## config.mk

```make
export PLATFORM = sky130hd
export DESIGN_NAME = uart_tx_fifo_flat
export DESIGN_NICKNAME = d
export VERILOG_FILES = /design/src/rtl/uart_tx_fifo_if.sv /design/src/rtl/uart_tx_fifo.sv /design/src/flat_wrapper.sv
export SDC_FILE = /design/constraint.sdc
export NUM_CORES = 1
export LEC_CHECK = 0
export ABC_AREA = 1
export CORE_MARGIN = 4
export CORE_UTILIZATION = 30
export DETAILED_ROUTE_END_ITERATION = 10
export GPL_ROUTABILITY_DRIVEN = 0
export PLACE_DENSITY = 0.5
export SETUP_SLACK_MARGIN = 0.05
export SLEW_MARGIN = 25
export SYNTH_ARGS = -nofsm -noshare
export SYNTH_HDL_FRONTEND = slang
export SYNTH_SLANG_ARGS = --single-unit
export TNS_END_PERCENT = 1
```

## constraint.sdc

```tcl
create_clock -name clk -period 3.7 [get_ports clk]
set_input_delay 0.74 -clock clk [delete_from_list [all_inputs] [get_ports clk]]
set_output_delay 0.74 -clock clk [all_outputs]
set_load 0.05 [all_outputs]
```

## src/rtl/uart_tx_fifo_if.sv

```systemverilog
// Producer-side bus of the buffered UART transmitter: push strobe and data
// going in, serial line and FIFO/frame status coming back.
interface uart_tx_fifo_if #(
    parameter int DATA_BITS = 8
);
    logic                 trmt;
    logic [DATA_BITS-1:0] tx_data;
    logic                 TX;
    logic                 tx_done;
    logic                 busy;
    logic                 full;
    logic                 empty;
    logic                 overflow;

    modport master (
        output trmt, tx_data,
        input  TX, tx_done, busy, full, empty, overflow
    );

    modport slave (
        input  trmt, tx_data,
        output TX, tx_done, busy, full, empty, overflow
    );
endinterface

```

## src/rtl/uart_tx_fifo.sv

```systemverilog
// Buffered UART transmitter: a small FIFO feeds a frame serializer with
// configurable data width, optional parity and one or two stop bits.
// Frames go out back-to-back while the FIFO still holds data.
module uart_tx_fifo #(
    parameter int BAUD_DIV   = 2604,
    parameter int DATA_BITS  = 8,
    parameter int PARITY_EN  = 0,
    parameter int PARITY_ODD = 0,
    parameter int STOP_BITS  = 1,
    parameter int FIFO_DEPTH = 4
) (
    input  logic          clk,
    input  logic          rst_n,
    uart_tx_fifo_if.slave bus
);

    localparam int AW = $clog2(FIFO_DEPTH);
    localparam int CW = $clog2(BAUD_DIV);
    localparam int BW = $clog2(DATA_BITS + 1);

    localparam logic [CW-1:0] BAUD_LAST  = CW'(BAUD_DIV - 1);
    localparam logic [BW-1:0] DATA_LAST  = BW'(DATA_BITS - 1);
    localparam logic [BW-1:0] STOP_LAST  = BW'(STOP_BITS - 1);
    localparam logic          ODD_BIT    = (PARITY_ODD != 0);
    localparam logic          HAS_PARITY = (PARITY_EN != 0);

    typedef enum logic [2:0] {
        IDLE,
        START,
        DATA,
        PARITY,
        STOP
    } state_t;

    state_t               state;
    logic [DATA_BITS-1:0] mem [FIFO_DEPTH];
    logic [AW:0]          wr_ptr;
    logic [AW:0]          rd_ptr;
    logic [DATA_BITS-1:0] shreg;
    logic                 par_bit;
    logic [CW-1:0]        baud_cnt;
    logic [BW-1:0]        bit_cnt;
    logic                 tx_q;
    logic                 done_q;
    logic                 ovf_q;

    logic                 fifo_full;
    logic                 fifo_empty;
    logic                 push;
    logic                 pop;
    logic                 bit_end;
    logic                 frame_end;
    logic [DATA_BITS-1:0] head;

    // The extra pointer bit tells a full FIFO apart from an empty one.
    assign fifo_full  = (wr_ptr[AW] != rd_ptr[AW]) && (wr_ptr[AW-1:0] == rd_ptr[AW-1:0]);
    assign fifo_empty = (wr_ptr == rd_ptr);
    assign push       = bus.trmt && !fifo_full;
    assign bit_end    = (baud_cnt == BAUD_LAST);
    assign frame_end  = (state == STOP) && bit_end && (bit_cnt == STOP_LAST);
    assign pop        = !fifo_empty && ((state == IDLE) || frame_end);
    assign head       = mem[rd_ptr[AW-1:0]];

    assign bus.TX       = tx_q;
    assign bus.tx_done  = done_q;
    assign bus.busy     = (state != IDLE);
    assign bus.full     = fifo_full;
    assign bus.empty    = fifo_empty;
    assign bus.overflow = ovf_q;

    // FIFO storage needs no reset; the pointers alone define what is valid.
    always_ff @(posedge clk) begin
        if (push) begin
            mem[wr_ptr[AW-1:0]] <= bus.tx_data;
        end
    end

    // Pointer bookkeeping and the overflow pulse for pushes that hit a full FIFO.
    always_ff @(posedge clk or negedge rst_n) begin
        if (!rst_n) begin
            wr_ptr <= '0;
            rd_ptr <= '0;
            ovf_q  <= 1'b0;
        end else begin
            ovf_q <= bus.trmt && fifo_full;
            if (push) begin
                wr_ptr <= wr_ptr + (AW+1)'(1);
            end
            if (pop) begin
                rd_ptr <= rd_ptr + (AW+1)'(1);
            end
        end
    end

    // Frame serializer: each bit lasts BAUD_DIV clocks, and the word being sent
    // lives in its own shift register so later pushes cannot disturb it.
    always_ff @(posedge clk or negedge rst_n) begin
        if (!rst_n) begin
            state    <= IDLE;
            shreg    <= '0;
            par_bit  <= 1'b0;
            baud_cnt <= '0;
            bit_cnt  <= '0;
            tx_q     <= 1'b1;
            done_q   <= 1'b0;
        end else begin
            done_q <= 1'b0;
            case (state)
                IDLE: begin
                    if (pop) begin
                        shreg    <= head;
                        par_bit  <= (^head) ^ ODD_BIT;
                        baud_cnt <= '0;
                        bit_cnt  <= '0;
                        tx_q     <= 1'b0;
                        state    <= START;
                    end
                end
                START: begin
                    if (bit_end) begin
                        baud_cnt <= '0;
                        bit_cnt  <= '0;
                        tx_q     <= shreg[0];
                        shreg    <= shreg >> 1;
                        state    <= DATA;
                    end else begin
                        baud_cnt <= baud_cnt + CW'(1);
                    end
                end
                DATA: begin
                    if (bit_end) begin
                        baud_cnt <= '0;
                        if (bit_cnt == DATA_LAST) begin
                            bit_cnt <= '0;
                            if (HAS_PARITY) begin
                                tx_q  <= par_bit;
                                state <= PARITY;
                            end else begin
                                tx_q  <= 1'b1;
                                state <= STOP;
                            end
                        end else begin
                            bit_cnt <= bit_cnt + BW'(1);
                            tx_q    <= shreg[0];
                            shreg   <= shreg >> 1;
                        end
                    end else begin
                        baud_cnt <= baud_cnt + CW'(1);
                    end
                end
                PARITY: begin
                    if (bit_end) begin
                        baud_cnt <= '0;
                        bit_cnt  <= '0;
                        tx_q     <= 1'b1;
                        state    <= STOP;
                    end else begin
                        baud_cnt <= baud_cnt + CW'(1);
                    end
                end
                STOP: begin
                    if (bit_end) begin
                        baud_cnt <= '0;
                        if (bit_cnt == STOP_LAST) begin
                            done_q <= 1'b1;
                            if (pop) begin
                                shreg   <= head;
                                par_bit <= (^head) ^ ODD_BIT;
                                bit_cnt <= '0;
                                tx_q    <= 1'b0;
                                state   <= START;
                            end else begin
                                state <= IDLE;
                            end
                        end else begin
                            bit_cnt <= bit_cnt + BW'(1);
                        end
                    end else begin
                        baud_cnt <= baud_cnt + CW'(1);
                    end
                end
                default: begin
                    tx_q  <= 1'b1;
                    state <= IDLE;
                end
            endcase
        end
    end

endmodule

```

## src/flat_wrapper.sv

```systemverilog
// flat-port wrapper written by rule: the top's interface ports become plain ports
module uart_tx_fifo_flat 
#(
    parameter int BAUD_DIV   = 2604,
    parameter int DATA_BITS  = 8,
    parameter int PARITY_EN  = 0,
    parameter int PARITY_ODD = 0,
    parameter int STOP_BITS  = 1,
    parameter int FIFO_DEPTH = 4
)
  (clk, rst_n, bus_trmt, bus_tx_data, bus_TX, bus_tx_done, bus_busy, bus_full, bus_empty, bus_overflow);
  uart_tx_fifo_if #(.DATA_BITS(DATA_BITS)) bus_i ();
  input  logic clk;
  input  logic rst_n;
  input wire logic [$bits(bus_i.trmt)-1:0] bus_trmt;
  input wire logic [$bits(bus_i.tx_data)-1:0] bus_tx_data;
  output wire logic [$bits(bus_i.TX)-1:0] bus_TX;
  output wire logic [$bits(bus_i.tx_done)-1:0] bus_tx_done;
  output wire logic [$bits(bus_i.busy)-1:0] bus_busy;
  output wire logic [$bits(bus_i.full)-1:0] bus_full;
  output wire logic [$bits(bus_i.empty)-1:0] bus_empty;
  output wire logic [$bits(bus_i.overflow)-1:0] bus_overflow;
  assign bus_i.trmt = bus_trmt;
  assign bus_i.tx_data = bus_tx_data;
  assign bus_TX = bus_i.TX;
  assign bus_tx_done = bus_i.tx_done;
  assign bus_busy = bus_i.busy;
  assign bus_full = bus_i.full;
  assign bus_empty = bus_i.empty;
  assign bus_overflow = bus_i.overflow;
  uart_tx_fifo #(.BAUD_DIV(BAUD_DIV), .DATA_BITS(DATA_BITS), .PARITY_EN(PARITY_EN), .PARITY_ODD(PARITY_ODD), .STOP_BITS(STOP_BITS), .FIFO_DEPTH(FIFO_DEPTH)) u_core (.clk(clk), .rst_n(rst_n), .bus(bus_i));
endmodule
```

# --- Yosys cells after proc, flatten, opt, wreduce, memory -nomap -nowiden ---
# Memory sizes are Yosys's and may differ from the RTL's.
# Index checks and enable logic that the tools add are counted.
word_totals:
  out_inout_bits: 6
  ramBits: 32
  input_bits: 11
  elab_cells: 93
  reg_bits: 36
  memories: 1
mem_list:
  columns: ["memory", "depth", "word_bits", "rd", "rd_clocked_by_memory_dff", "wr", "line", "rtl"]
  rows:
  - ["u_core.mem", 4, 8, 1, 0, 1, "uart_tx_fifo.sv:36", "logic [DATA_BITS-1:0] mem [FIFO_DEPTH];"]
classes:
  muxes: 39
  n_eq_ne: 18
  n_addsub: 4
  reduce_logical: 22
op_table:
  columns: ["op", "count"]
  rows:
  - ["$mux W8", 6]
  - ["$pmux W8 S4", 1]
  - ["$mux W12", 2]
  - ["$mux W4", 6]
  - ["$pmux W12 S2", 1]
  - ["$mux W3", 7]
  - ["$pmux W4 S4", 1]
  - ["$pmux W3 S5", 1]
  - ["$ne A2 B1 Y1 const B", 7]
  - ["$mux W1", 13]
  - ["$add A12 B1 Y12 const B", 1]
  - ["$eq A12 B12 Y1 const B", 1]
  - ["$reduce_bool A4 Y1", 2]
  - ["$reduce_and A7 Y1", 1]
  - ["$add A3 B1 Y3 const B", 2]
  - ["$eq A3 B2 Y1 const B", 2]
  - ["$logic_and A1 B1 Y1", 6]
  - ["$reduce_and A6 Y1", 1]
  - ["$pmux W1 S5", 1]
  - ["$reduce_and A5 Y1", 1]
  - ["$add A4 B1 Y4 const B", 1]
  - ["$eq A4 B3 Y1 const B", 1]
  - ["$logic_not A4 Y1", 1]
  - ["$ne A2 B2 Y1 const B", 2]
  - ["14 further kinds", 15]

# --- Logic depth before layout (Yosys ltp) ---
# Gate-level depths: netlist (run 1).
depth:
  word_depth: 9
  mapped_depth: 13

# --- Worst setup path after synthesis (run 1) ---
# Ideal clock, no wire load.
synth_timing:
  path_type: "reg-to-output"
  from: "register u_core.rd_ptr[1]"
  to: "output port bus_full"
  arrival_ps: 1217
  n_path_buf: 1
  stages_incl_launch_ff: 8
  t_required_ps: 2960
  path_slack_ps: 1743
  path_cell_list: "dfrtp_1 buf_4 inv_4 nand2_1 nand2_1 nor2_4 nand2_1 inv_1"
synth_between:
  elab_chain_len: 2
synth_lines:
  columns: ["element", "line", "rtl"]
  rows:
  - ["start, declared", "uart_tx_fifo.sv:38", "logic [AW:0] rd_ptr;"]
  - ["start signal, assigned", "uart_tx_fifo.sv:90", "rd_ptr <= rd_ptr + (AW+1)'(1);"]
  - ["$eq A2 B2 Y1", "uart_tx_fifo.sv:56", "assign fifo_full = (wr_ptr[AW] != rd_ptr[AW]) && (wr_ptr[AW-1:0] == rd_ptr[AW-1:0]);"]
  - ["$logic_and A1 B1 Y1", "uart_tx_fifo.sv:56", null]
  - ["end, declared", "flat_wrapper.sv:20", "output wire logic [$bits(bus_i.full)-1:0] bus_full;"]
# No other way between the ends.

# --- Final worst setup path (run 1) ---
layout_timing:
  from: "register u_core.rd_ptr[0]"
  to: "output port bus_full"
# Same word-level chain as after synthesis.

==> impl_metrics.yaml, run 1 <==
cells_and_area:
  area_growth_pct: 16.86
  drive_gt1_share_pct: 14.21
  fillers: 1114
  diodes: 0
  fin_cells: 541
  nets: 415
clock_tree:
  hold_buffers: 0
  htreeDepth: 3
  cts-buffers-inserted: 9
  clockRootBuffer: "clkbuf_16"
  cts_buffer_depth: 2
  path_clk_slew_ns: 0.06
  cts_setup_buffers: 0
  cts-resized-gates: 0
  cts_tree: "built"
  clock_sinks: 68
  clk_latency_ns: 0.33
critical_path:
  worstRegToRegCells: 7
  path_max_fanout: 19
  path_class: "reg -> out"
  cp-end-kind: "output port"
  critPathLaunchType: "flop"
  critical_path_arrival_ns: 2.56
  required_ns: 2.96
status:
  status: "finished, final reports clean"
sta:
  timing.fmax_ghz: 0.3030
  hold_slack_ns: 0.4605
  rsz0062_at_grt: "no"
  setup_viol: 0
  worst_pin_slew_ns: 0.8260
  tns_ns: 0
  finalHoldViolCount: 0
  final.min_clock_period_ns: 3.300
  min_period_over_period_pct: 89.19
  maxSlewHeadroom_pct: 44.73
  slew_viol_final: 0
  final.setup_skew_ns: 0.006067
logic_synthesis:
  synth.area.mux_share_pct: 0
  dominantRegCellSynth: "dfrtp_1"
  synth_warnings: 0
  syn-cell-area_mm2: 0.003436
  post_synth.cell_area_avg_um2: 9.162
  ys_seq_area_share_pct: 54.22
  synth_xor_area_share_pct: 2.294
  synth_compound_area_share_pct: 7.575
  synthAdderAreaFrac_pct: 2.913
  synth_top_family_by_area: "simple AND/OR/NAND/NOR gates"
  yosysUniqueCellTypes: 33
  yosysTopAreaCell: "edfxtp_1"
  synth_area_leaders: "edfxtp_1 28%, dfrtp_1 25%, nand2_1 7.8%"
  synthCells: 375
  synthSimpleGateAreaFrac_pct: 27.06
  synth_edf_count: 32
  synth_fp_nets: 394
  yosysTopAreaCellShare_pct: 27.97
  synth-seq-cells: 68
  synthArstFlopShare_pct: 52.94
routing:
  routedWlPerCell_um: 12.88
  num_vias: 2470
  viasPerCell: 4.566
  drt_iter0_drc: 151
  dr.pass1.iters: 4
  postRouteAntennaNets: 0
  wl_um: 6966
  drc: 0
floorplanning:
  io_pins: 17
  core-area_mm2: 0.01103
  initial_core_util_pct: 31.15
  dieArea_mm2: 0.01323
  die_w_um: 115.0
  num_rows: 38
  die_h_um: 115.0
global_routing:
  grt_pass1_vias: 2362
  antenna_found_initial: 0
  grt_usage_pct: 11.37
  grt_max_degree: 37
  grt_pass1_wl_um: 11760
  grt_overflow_total: 0
worst_hold_path:
  hold_path_depth: 2
  hold_class: "reg -> reg"
placed_design:
  dp_hpwl_um: 4973
  post-place-cells: 525
  io_buffers: 16
pwr:
  p_per_area_mw_per_mm2: 501.7
  irDropWorstVdd_v: 0.0003793
  power_leakage_nw: 1.717
run:
  maxCapViolations: 0
## layout make-up
class                           count  area (um2)  area share (%)
Multi-Input combinational cell    260        1369           34.09
Clock buffer                       10       229.0           5.703
Inverter                           41       160.2           3.989
Tap cell                          140       175.2           4.363
Timing Repair Buffer               16       155.1           3.864
Sequential cell                    68        1863           46.40
Clock inverter                      6       63.81           1.589
## synthesized netlist by cell type, types with 8 or more instances
cell type / count
a21oi_1: 10
a31oi_1: 8
dfrtp_1: 35
edfxtp_1: 32
ha_1: 8
inv_1: 28
inv_2: 10
nand2_1: 71
nand2_2: 8
nand2_4: 8
nand3_1: 31
nor2_1: 56
o21ai_0: 18
## logic make-up after synthesis
family,Yosys count
adders and majority gates,8
AOI/OAI and AO/OA,48
buffers and inverters,47
DFF,68
and+or+nand+nor,195
xor gates and xnor gates,9
## stage by stage
step,power (W),worst slack (ns),area (um2),util [%]
after detailed placement,0.001193,0.7263,3722,33.75
after floorplan,0.001101,1.743,3436,-
after global placement,0.001191,0.7649,3722,33.75
final,0.002014,0.4001,4015,36.40
after global routing,0.002116,0.2036,4015,36.40
after CTS,0.002047,0.3529,4015,36.40
## cell usage in the layout, fill, tap and decap left out, types with 3 or more instances in the layout
cell	Yosys	final
a21oi_1	10	10
a31oi_1	8	8
clkbuf_16	0	9
clkdlybuf4s50_1	0	15
dfrtp_1	35	35
edfxtp_1	32	32
ha_1	8	8
inv_1	28	28
inv_2	10	10
nand2_1	71	71
nand2_2	8	8
nand2_4	8	8
nand3_1	31	31
nand4_1	6	6
nor2_1	56	56
nor2_2	7	7
o21ai_0	18	18
o21ai_1	7	7
o22ai_1	3	3
xor2_1	7	7
## worst max-delay path: stages (launching register included)
cell             delay, ns
dfrtp_1               0.68
inv_2                 0.25
nand2_1               0.11
nand2_1               0.08
nor2_4                0.14
nand2_1               0.11
inv_1                 0.06
clkdlybuf4s50_1       0.79
## state kept, by name (all words and copies together) (netlist names)
signal	cells
u_core.bit_cnt	4
u_core.bus.overflow	1
u_core.bus.tx_done	1
u_core.wr_ptr	3
u_core.rd_ptr	3
u_core.shreg	8
u_core.baud_cnt	12
u_core.bus.TX	1
u_core.state	3
u_core.mem	32
## layer usage
metal  up-vias  GRT usage [%]  wire, um
met5         -              0         0
met4         0          3.678        87
met3         8          4.211       262
met2        46          17.17      3150
met1      1130          15.19      3466
li1       1286              -         -
## worst paths after layout
check	start	to	slack, ns
worst max register to register	u_core.rd_ptr[0]	u_core.mem[2][4]	1.30
worst max-delay path	u_core.rd_ptr[0]	bus_full	0.40
max in group asynchronous	rst_n	u_core.shreg[5]	2.70
worst min register to register	u_core.bus.TX	u_core.bus.TX	0.46
worst min-delay path	u_core.bus.TX	u_core.bus.TX	0.46
min in group asynchronous	rst_n	u_core.state[2]	0.50
## report_power, final
group          leakage (nW)  internal [W]  switching, W  total [W]
clock                 0.140      0.000521      0.000321   0.000843
combinational         0.830     0.0000747      0.000173   0.000248
sequential            0.746      0.000891     0.0000338   0.000924
Note: power is estimated with default switching activity, not from simulation.
==> inputs of run 2 (changes only) <==
--- a/config.mk
+++ b/config.mk
@@ -5,7 +5,6 @@
 export SDC_FILE = /design/constraint.sdc
 export NUM_CORES = 1
 export LEC_CHECK = 0
-export ABC_AREA = 1
 export CORE_MARGIN = 4
 export CORE_UTILIZATION = 30
 export DETAILED_ROUTE_END_ITERATION = 10
==> run 2 against run 1 <==
Clock skew rose by 0.0081 ns. Clock power shrank 25%. Synthesized area fell by 2.8%. Non-clock buffer count grew 1. Synthesized cell count down 29%. Power rose by 29%. Via count down 15%. Clock-buffer cell count shrank 1. Cell area decreased by 5.7%. First-iteration DRC count shrank 33%. Wire length down 6.9%. Critical path type unchanged.
==> impl_metrics.yaml, run 2 <==
status:
  status: "finished, final reports clean"
cells_and_area:
  largest_register_ffs: 32
  area_growth_pct: 13.42
  fillers: 1092
  post-route-util_pct: 34.77
  nets: 300
  final_cell_mix: "35 x dfrtp_1, 32 x edfxtp_1, 21 x nand2_1, 17 x nor2_1, 15 x clkdlybuf4s50_1"
  diodes: 0
  drive_gt1_share_pct: 13.64
  final_common_cell: "dfrtp_1"
critical_path:
  cp-end-kind: "output port"
  critPathLaunchType: "flop"
  path_class: "reg -> out"
  rr_startpoint: "u_core.bit_cnt[0]"
  critical_path_arrival_ns: 2.48
  required_ns: 2.96
  path_max_fanout: 11
  crit_start: "u_core.rd_ptr[1]"
sta:
  timing.fmax_ghz: 0.3104
  slew_viol_final: 0
  rsz0062_at_grt: "no"
  final.min_clock_period_ns: 3.222
  min_period_over_period_pct: 87.07
  final.setup_skew_ns: 0.01420
  setup_viol: 0
  maxSlewHeadroom_pct: 43.36
  tns_ns: 0
  worst_pin_slew_ns: 0.8496
  finalHoldViolCount: 0
floorplanning:
  dieArea_mm2: 0.01288
  initial_core_util_pct: 30.66
  die_h_um: 113.5
  core-area_mm2: 0.01089
  num_rows: 38
  io_pins: 17
  die_w_um: 113.5
logic_synthesis:
  post_synth.cell_area_avg_um2: 12.50
  dominantRegCellSynth: "dfrtp_1"
  ys_top_cells_by_count: "35 x dfrtp_1, 32 x edfxtp_1, 21 x nand2_1"
  syn-cell-area_mm2: 0.003338
  synth_most_common_cell: "dfrtp_1"
  synth_warnings: 0
  synth_fp_nets: 286
  synth_compound_area_share_pct: 11.84
  yosysTopAreaCell: "edfxtp_1"
  synthSimpleGateAreaFrac_pct: 14.58
  synth_edf_count: 32
  synthArstFlopShare_pct: 52.94
  synthAdderAreaFrac_pct: 2.999
  ys_seq_area_share_pct: 55.81
  synth_xor_area_share_pct: 3.936
  synth.area.mux_share_pct: 6.672
  synth_top_family_by_area: "simple AND/OR/NAND/NOR gates"
  synthCells: 267
  synth_area_leaders: "edfxtp_1 29%, dfrtp_1 26%, mux4_2 5.4%"
  synth-seq-cells: 68
  yosysTopAreaCellShare_pct: 28.79
  yosysUniqueCellTypes: 59
placed_design:
  io_buffers: 16
  dp_hpwl_um: 4432
clock_tree:
  htreeDepth: 3
  clock_sinks: 68
  path_clk_slew_ns: 0.08
  hold_buffers: 0
  cts_setup_buffers: 0
  cts_buffer_depth: 2
  cts-buffers-inserted: 9
  cts_tree: "built"
  clockRootBuffer: "clkbuf_8"
  cts-resized-gates: 0
  clk_latency_ns: 0.34
pwr:
  power_leakage_nw: 1.432
  irDropWorstVdd_v: 0.0002956
  finalPower_w: 0.002593
  p_per_area_mw_per_mm2: 684.9
routing:
  routedWlPerCell_um: 15.22
  viasPerCell: 4.930
  postRouteAntennaNets: 0
  dr.pass1.iters: 4
  wl_um: 6483
  num_vias: 2100
  drt_iter0_drc: 101
  drc: 0
worst_hold_path:
  hp-start: "u_core.wr_ptr[2]"
  hold_class: "reg -> reg"
global_routing:
  grt_max_degree: 37
  grt_usage_pct: 11.05
  antenna_found_initial: 0
  grt_pass1_wl_um: 11270
  grt_pass1_vias: 2206
  grt_overflow_total: 0
run:
  maxCapViolations: 0
## run 2: through the flow
step                      instances  hold slack, ns  cell area, um2  setup slack (ns)
final                           426          0.4889            3786            0.4784
after global placement          410          0.4752            3582            0.8579
after CTS                       426          0.4905            3786            0.4285
after detailed placement        410          0.4808            3582            0.8294
after floorplan                 267          0.4444            3338             1.630
after global routing            426          0.5100            3786            0.3341
## run 2: routing by layer
metal / vias up / part of all wire, % / global-route usage, %
met3: 4 / 2.4 / 3.024
met4: 0 / 0.77 / 3.606
met1: 1059 / 48 / 14.41
met2: 21 / 48 / 17.86
met5: - / 0 / 0
li1: 1016 / - / -
## run 2: report_power, final
part           switching, W  internal [W]  total [W]
clock              0.000312      0.000321   0.000633
combinational      0.000447      0.000373   0.000820
sequential         0.000145      0.000996    0.00114
## run 2: worst max-delay path: stages (launching register included)
cell and delay (ns):
dfrtp_1 0.56, xnor2_1 0.32, and3_1 0.39, clkdlybuf4s50_1 0.87
## run 2: final timing paths
kind	end	slack [ns]	cells after the start
setup / recovery	bus_empty	0.48	3
hold / removal	u_core.wr_ptr[2]	0.49	1
setup reg to reg	u_core.rd_ptr[1]	1.33	6
hold reg to reg	u_core.wr_ptr[2]	0.49	1
max in group asynchronous	u_core.state[1]	2.66	1
min in group asynchronous	u_core.bit_cnt[1]	0.50	1
## run 2: cell families (layout without fill, tap and decap cells)
logic type,after synthesis,count (layout)
AOI/OAI and AO/OA,52,52
adders and majority gates,8,8
DFF,68,68
and+or+nand+nor,86,86
buffers and inverters,26,45
muxes,12,12
xor gates and xnor gates,15,15
## run 2: area by class of cell
| class | instances | area (um2) | share of cell area (%) |
|---|---|---|---|
| clock buffer | 9 | 123.9 | 3.272 |
| clock inverter | 7 | 80.08 | 2.115 |
| inverter | 12 | 45.04 | 1.190 |
| multi-input combinational | 173 | 1336 | 35.29 |
| sequential | 68 | 1863 | 49.21 |
| tap | 140 | 175.2 | 4.627 |
| timing repair buffer | 17 | 162.7 | 4.296 |
